**config.mk**
```make
export PLATFORM = sky130hd
export DESIGN_NAME = fifo_dyser_in_flat
export DESIGN_NICKNAME = d
export VERILOG_FILES = /design/src/rtl/fifo_dyser_in_if.sv /design/src/rtl/fifo_dyser_in.sv /design/src/flat_wrapper.sv
export SDC_FILE = /design/constraint.sdc
export NUM_CORES = 1
export LEC_CHECK = 0
export ABC_AREA = 1
export ABC_CLOCK_PERIOD_IN_PS = 4500
export CORE_UTILIZATION = 35
export CTS_CLUSTER_DIAMETER = 80
export CTS_CLUSTER_SIZE = 14
export DETAILED_ROUTE_END_ITERATION = 6
export PLACE_DENSITY = 0.53
export SETUP_SLACK_MARGIN = 0.3
export SYNTH_ARGS = -nofsm -noshare
export SYNTH_HDL_FRONTEND = slang
export SYNTH_SLANG_ARGS = --single-unit
```
**constraint.sdc**
```tcl
create_clock -name clk -period 4.5 [get_ports clk]
set_clock_uncertainty 0.2 [all_clocks]
set_input_delay 0.45 -clock clk [delete_from_list [all_inputs] [get_ports clk]]
set_output_delay 0.45 -clock clk [all_outputs]
set_load 0.005 [all_outputs]
```
**src/rtl/fifo_dyser_in_if.sv**
```systemverilog
// Core-side and fabric-side signal bundle for the fifo_dyser_in input FIFO.
// Data width follows `DATA_WIDTH (default 32), plus one control/predicate bit.
`ifndef DATA_WIDTH
`define DATA_WIDTH 32
`endif

interface fifo_dyser_in_if #(parameter int AW = 4);
  logic [`DATA_WIDTH:0] d_in;
  logic                 wr;
  logic [`DATA_WIDTH:0] d_out;
  logic                 valid_out;
  logic                 busy_in;
  logic                 credit_out;
  logic                 empty;
  logic                 full;
  logic [AW:0]          count;
  logic                 overflow;

  modport master (
    output d_in, wr, busy_in,
    input  d_out, valid_out, credit_out, empty, full, count, overflow
  );

  modport slave (
    input  d_in, wr, busy_in,
    output d_out, valid_out, credit_out, empty, full, count, overflow
  );
endinterface

```
**src/rtl/fifo_dyser_in.sv**
```systemverilog
// Show-ahead register-array FIFO feeding the input bridge; returns one credit per pop.
// Optional sticky overflow detection: define FIFO_IN_OVERFLOW_CHK_EN.
`ifndef DATA_WIDTH
`define DATA_WIDTH 32
`endif

module fifo_dyser_in #(
  parameter int ID    = 0,
  parameter int DEPTH = 16,
  parameter int AW    = 4
) (
  input  logic            clk,
  input  logic            rst,
  fifo_dyser_in_if.slave  bus
);
  localparam int DW = `DATA_WIDTH;

  logic [DW:0]   r_mem [DEPTH];
  logic [AW-1:0] r_rd_ptr;
  logic [AW-1:0] r_wr_ptr;
  logic [AW:0]   r_count;
  logic          r_credit;

  logic w_empty;
  logic w_full;
  logic w_pop;
  logic w_push;
  logic w_drop;

  assign w_empty = (r_count == '0);
  assign w_full  = (r_count == (AW+1)'(DEPTH));
  assign w_pop   = ~w_empty & ~bus.busy_in;
  // A full FIFO still accepts a write when the head leaves in the same cycle.
  assign w_push  = bus.wr & (~w_full | w_pop);
  assign w_drop  = bus.wr & w_full & ~w_pop;

  always_ff @(posedge clk) begin
    if (w_push) r_mem[r_wr_ptr] <= bus.d_in;
  end

  always_ff @(posedge clk) begin
    if (rst) begin
      r_rd_ptr <= '0;
      r_wr_ptr <= '0;
      r_count  <= '0;
      r_credit <= 1'b0;
    end else begin
      if (w_push) r_wr_ptr <= r_wr_ptr + AW'(1);
      if (w_pop)  r_rd_ptr <= r_rd_ptr + AW'(1);
      if (w_push & ~w_pop)      r_count <= r_count + (AW+1)'(1);
      else if (w_pop & ~w_push) r_count <= r_count - (AW+1)'(1);
      r_credit <= w_pop;
    end
  end

`ifdef FIFO_IN_OVERFLOW_CHK_EN
  logic r_overflow;

  always_ff @(posedge clk) begin
    if (rst) begin
      r_overflow <= 1'b0;
    end else if (w_drop) begin
`ifndef SYNTHESIS
      if (!r_overflow) $display("fifo_dyser_in[%0d]: first dropped write at %0t", ID, $time);
`endif
      r_overflow <= 1'b1;
    end
  end

  assign bus.overflow = r_overflow;
`else
  logic w_overflow;
  logic w_unused;

  assign w_overflow   = 1'b0;
  assign w_unused     = w_drop;
  assign bus.overflow = w_overflow;
`endif

  assign bus.d_out      = r_mem[r_rd_ptr];
  assign bus.valid_out  = ~w_empty;
  assign bus.credit_out = r_credit;
  assign bus.empty      = w_empty;
  assign bus.full       = w_full;
  assign bus.count      = r_count;
endmodule

```
**src/flat_wrapper.sv**
```systemverilog
// flat-port wrapper written by rule: the top's interface ports become plain ports
module fifo_dyser_in_flat 
#(
  parameter int ID    = 0,
  parameter int DEPTH = 16,
  parameter int AW    = 4
)
  (clk, rst, bus_d_in, bus_wr, bus_busy_in, bus_d_out, bus_valid_out, bus_credit_out, bus_empty, bus_full, bus_count, bus_overflow);
  fifo_dyser_in_if #(.AW(AW)) bus_i ();
  input  logic clk;
  input  logic rst;
  input wire logic [$bits(bus_i.d_in)-1:0] bus_d_in;
  input wire logic [$bits(bus_i.wr)-1:0] bus_wr;
  input wire logic [$bits(bus_i.busy_in)-1:0] bus_busy_in;
  output wire logic [$bits(bus_i.d_out)-1:0] bus_d_out;
  output wire logic [$bits(bus_i.valid_out)-1:0] bus_valid_out;
  output wire logic [$bits(bus_i.credit_out)-1:0] bus_credit_out;
  output wire logic [$bits(bus_i.empty)-1:0] bus_empty;
  output wire logic [$bits(bus_i.full)-1:0] bus_full;
  output wire logic [$bits(bus_i.count)-1:0] bus_count;
  output wire logic [$bits(bus_i.overflow)-1:0] bus_overflow;
  assign bus_i.d_in = bus_d_in;
  assign bus_i.wr = bus_wr;
  assign bus_i.busy_in = bus_busy_in;
  assign bus_d_out = bus_i.d_out;
  assign bus_valid_out = bus_i.valid_out;
  assign bus_credit_out = bus_i.credit_out;
  assign bus_empty = bus_i.empty;
  assign bus_full = bus_i.full;
  assign bus_count = bus_i.count;
  assign bus_overflow = bus_i.overflow;
  fifo_dyser_in #(.ID(ID), .DEPTH(DEPTH), .AW(AW)) u_core (.clk(clk), .rst(rst), .bus(bus_i));
endmodule
```
==> results.py <==
metrics = {
    "grt": {
        "grt_usage": 0.168,
        "overflow": 0,
        "grt_pass1_vias": 13800,
        "antenna_found_initial": 3,
        "grt_pass1_wl_um": 84000,
        "grt_start_max_net_pins": 172,
    },
    "drt": {
        "ant_nets": 0,
        "vias": 14000,
        "via_per_inst": 4.83,
        "drt_iter0_drc": 1021,
        "first_pass_iters": 5,
        "drt_wl_total_um": 55000,
        "drc": 0,
        "avgRoutedWirePerCell_um": 19.0,
    },
    "synth": {
        "synth-edff-count": 528,
        "synthesis.area_sq_mm": 0.0226,
        "synth-main-ff-cell": "edfxtp_1",
        "synth_largest_area_cell": "edfxtp_1",
        "synthDistinctLibCells": 26,
        "yosys.area.top_type_share": 0.702,
        "synth.ff_latch_count": 546,
        "synth.most_common_cell": "nand2_1",
        "synth_common_cells": "569 x nand2_1, 528 x edfxtp_1, 239 x nand3_1",
        "seq_area_frac_synth": 0.718,
        "synth_area_leaders": "edfxtp_1 70%, nand2_1 9.5%, nand3_1 5.3%",
        "avgSynthCellArea_sq_um": 11.4,
        "syn_inst": 1978,
        "yosys_warnings": 0,
        "syn_nets": 2025,
        "synthArstFlopShare": 0,
    },
    "setup_path": {
        "worst_setup_path_end_kind": "output port",
        "r2r_slack_ns": 1.49,
        "cp.required_ns": 3.85,
        "path_class": "reg2out",
        "startpoint_type": "register",
        "crit_fanout": 77,
        "arrival_ns": 3.21,
        "rr_worst_depth": 13,
    },
    "clock_network": {
        "cts_tree": "done",
        "h-tree-depth": 2,
        "cts_buffers": 45,
        "clkTransAtPathRegs_ns": 0.07,
        "post-cts-setup-buffers": 0,
        "clk_latency_ns": 0.57,
        "hold_buffers": 0,
        "post_cts_resized": 0,
        "clock_sinks": 546,
        "clock-root-buffer": "clkbuf_16",
        "cts_buffer_depth": 3,
    },
    "timing": {
        "grt_setup_unrepaired": "no",
        "period_minus_slack_ns": 3.86,
        "worst_pin_slew_ns": 1.12,
        "fin_tns_setup_ns": 0,
        "finalHoldViolCount": 0,
        "setup_viol": 0,
        "timing.slew.headroom": 0.250,
        "layout_setup_ws_ns": 0.645,
        "fin_crit_sh": 0.857,
        "fmax_mhz": 259,
        "slew_viol_final": 0,
    },
    "die": {
        "core_sq_mm": 0.0634,
        "die-area_sq_mm": 0.0655,
        "fp.dieH_um": 256,
        "ios": 80,
        "fp-row-count": 92,
        "start_util": 0.356,
        "die_x_um": 256,
    },
    "placement": {
        "port_buffers": 78,
        "dp_hpwl_um": 26400,
        "place_congestion": 0.719,
        "placed_area_sq_mm": 0.0242,
        "pre_cts_slack_ns": 1.17,
    },
    "cells_and_area": {
        "diodes": 0,
        "area_growth_pct": 12.8,
        "fin_area_sq_mm": 0.0255,
        "final_layout_size_suffix_gt1_frac": 0.0548,
        "nets": 2074,
    },
    "pwr": {
        "ir_worst_vdd_mv": 0.263,
        "powerDensity_mw_per_mm2": 485,
        "power.leakage_nw": 9.34,
    },
    "status": {
        "outcome": "complete, no violations",
    },
    "hold_path": {
        "hold_path_class": "reg2reg",
        "min_path_cells": 2,
    },
    "run": {
        "cap_violations": 0,
    },
}
[final timing paths]
path,startpoint,to
worst max-delay path,register,bus_d_out[5]
worst min-delay path,u_core.r_rd_ptr[3],register
worst max register to register,u_core.bus.count[1],u_core.bus.count[4]
worst min register to register,u_core.r_rd_ptr[3],register
[cell type report]
type	instances	area, sq um
repair buffers	114	1150
clock inverters	5	58.8
inverters	133	509
flip-flops and latches	546	16200
fillers	5970	38000
multi-input cells	1187	5270
clock buffers	59	1180
well taps	846	1060
[logic make-up (layout without fill, tap and decap cells)]
family / after synthesis / in the layout / synth area share
adders and majority gates: 10 / 10 / 0.00588
xor gates and xnor gates: 5 / 5 / 0.00194
AOI/OAI and AO/OA: 142 / 142 / 0.0363
buffers and inverters: 245 / 311 / 0.0515
DFF: 546 / 546 / 0.718
and+or+nand+nor: 1029 / 1029 / 0.186
other: 1 / 1 / 0.000166
[registers in the layout (all words and copies together) (netlist names), named ones only]
name,flops
u_core.r_mem,528
u_core.bus.credit_out,1
u_core.r_rd_ptr,4
u_core.bus.count,5
u_core.r_wr_ptr,4
[power breakdown]
part	total, mW	switching (mW)	internal (mW)
sequential	5.80	0.0972	5.70
clock	3.58	1.74	1.84
combinational	2.98	1.85	1.12
total	12.4	3.69	8.66
[cells in the final DEF, fill, tap and decap left out, types with 2 or more instances in the layout]
cell type	count
buf_4	28
nand4_1	2
clkdlybuf4s50_1	78
xor2_1	4
dfxtp_1	14
edfxtp_1	528
inv_6	5
nand3_1	239
o211ai_1	43
a21oi_1	6
nor3_2	16
nor2_1	200
o21ai_0	58
dfxtp_4	2
buf_12	8
nand2_1	569
clkinv_8	2
dfxtp_2	2
clkbuf_16	45
ha_1	9
inv_1	129
clkbuf_1	14
o21ai_1	35
inv_2	2
[critical path, stage by stage (launching register included)]
cell             delay (ns)
dfxtp_4                0.48
inv_6                  0.52
buf_4                  0.40
nand2_1                0.08
nand2_1                0.06
nand2_1                0.05
nand3_1                0.11
nand3_1                0.08
nand2_1                0.26
clkdlybuf4s50_1        0.56
[layer usage]
layer,vias up,global-route usage,wire [um],part of all wire
li1,6806,-,-,-
met1,6812,0.230,25500,0.46
met2,274,0.276,25700,0.47
met3,72,0.0302,2680,0.049
met4,6,0.0429,1090,0.020
met5,-,0,36,0.00065
[per-stage QoR]
stage          power [mW]  hold slack [ns]  utilization  std cells
6_report             12.4            0.299        0.401       2890
5_1_grt              13.0            0.342        0.401       2890
4_1_cts              12.5            0.301        0.401       2890
3_5_place_dp         8.94            0.299        0.382       2826
3_3_place_gp         8.89            0.286        0.382       2826
2_1_floorplan        7.87            0.272            -       1978
(Power assumes the default switching activity.)
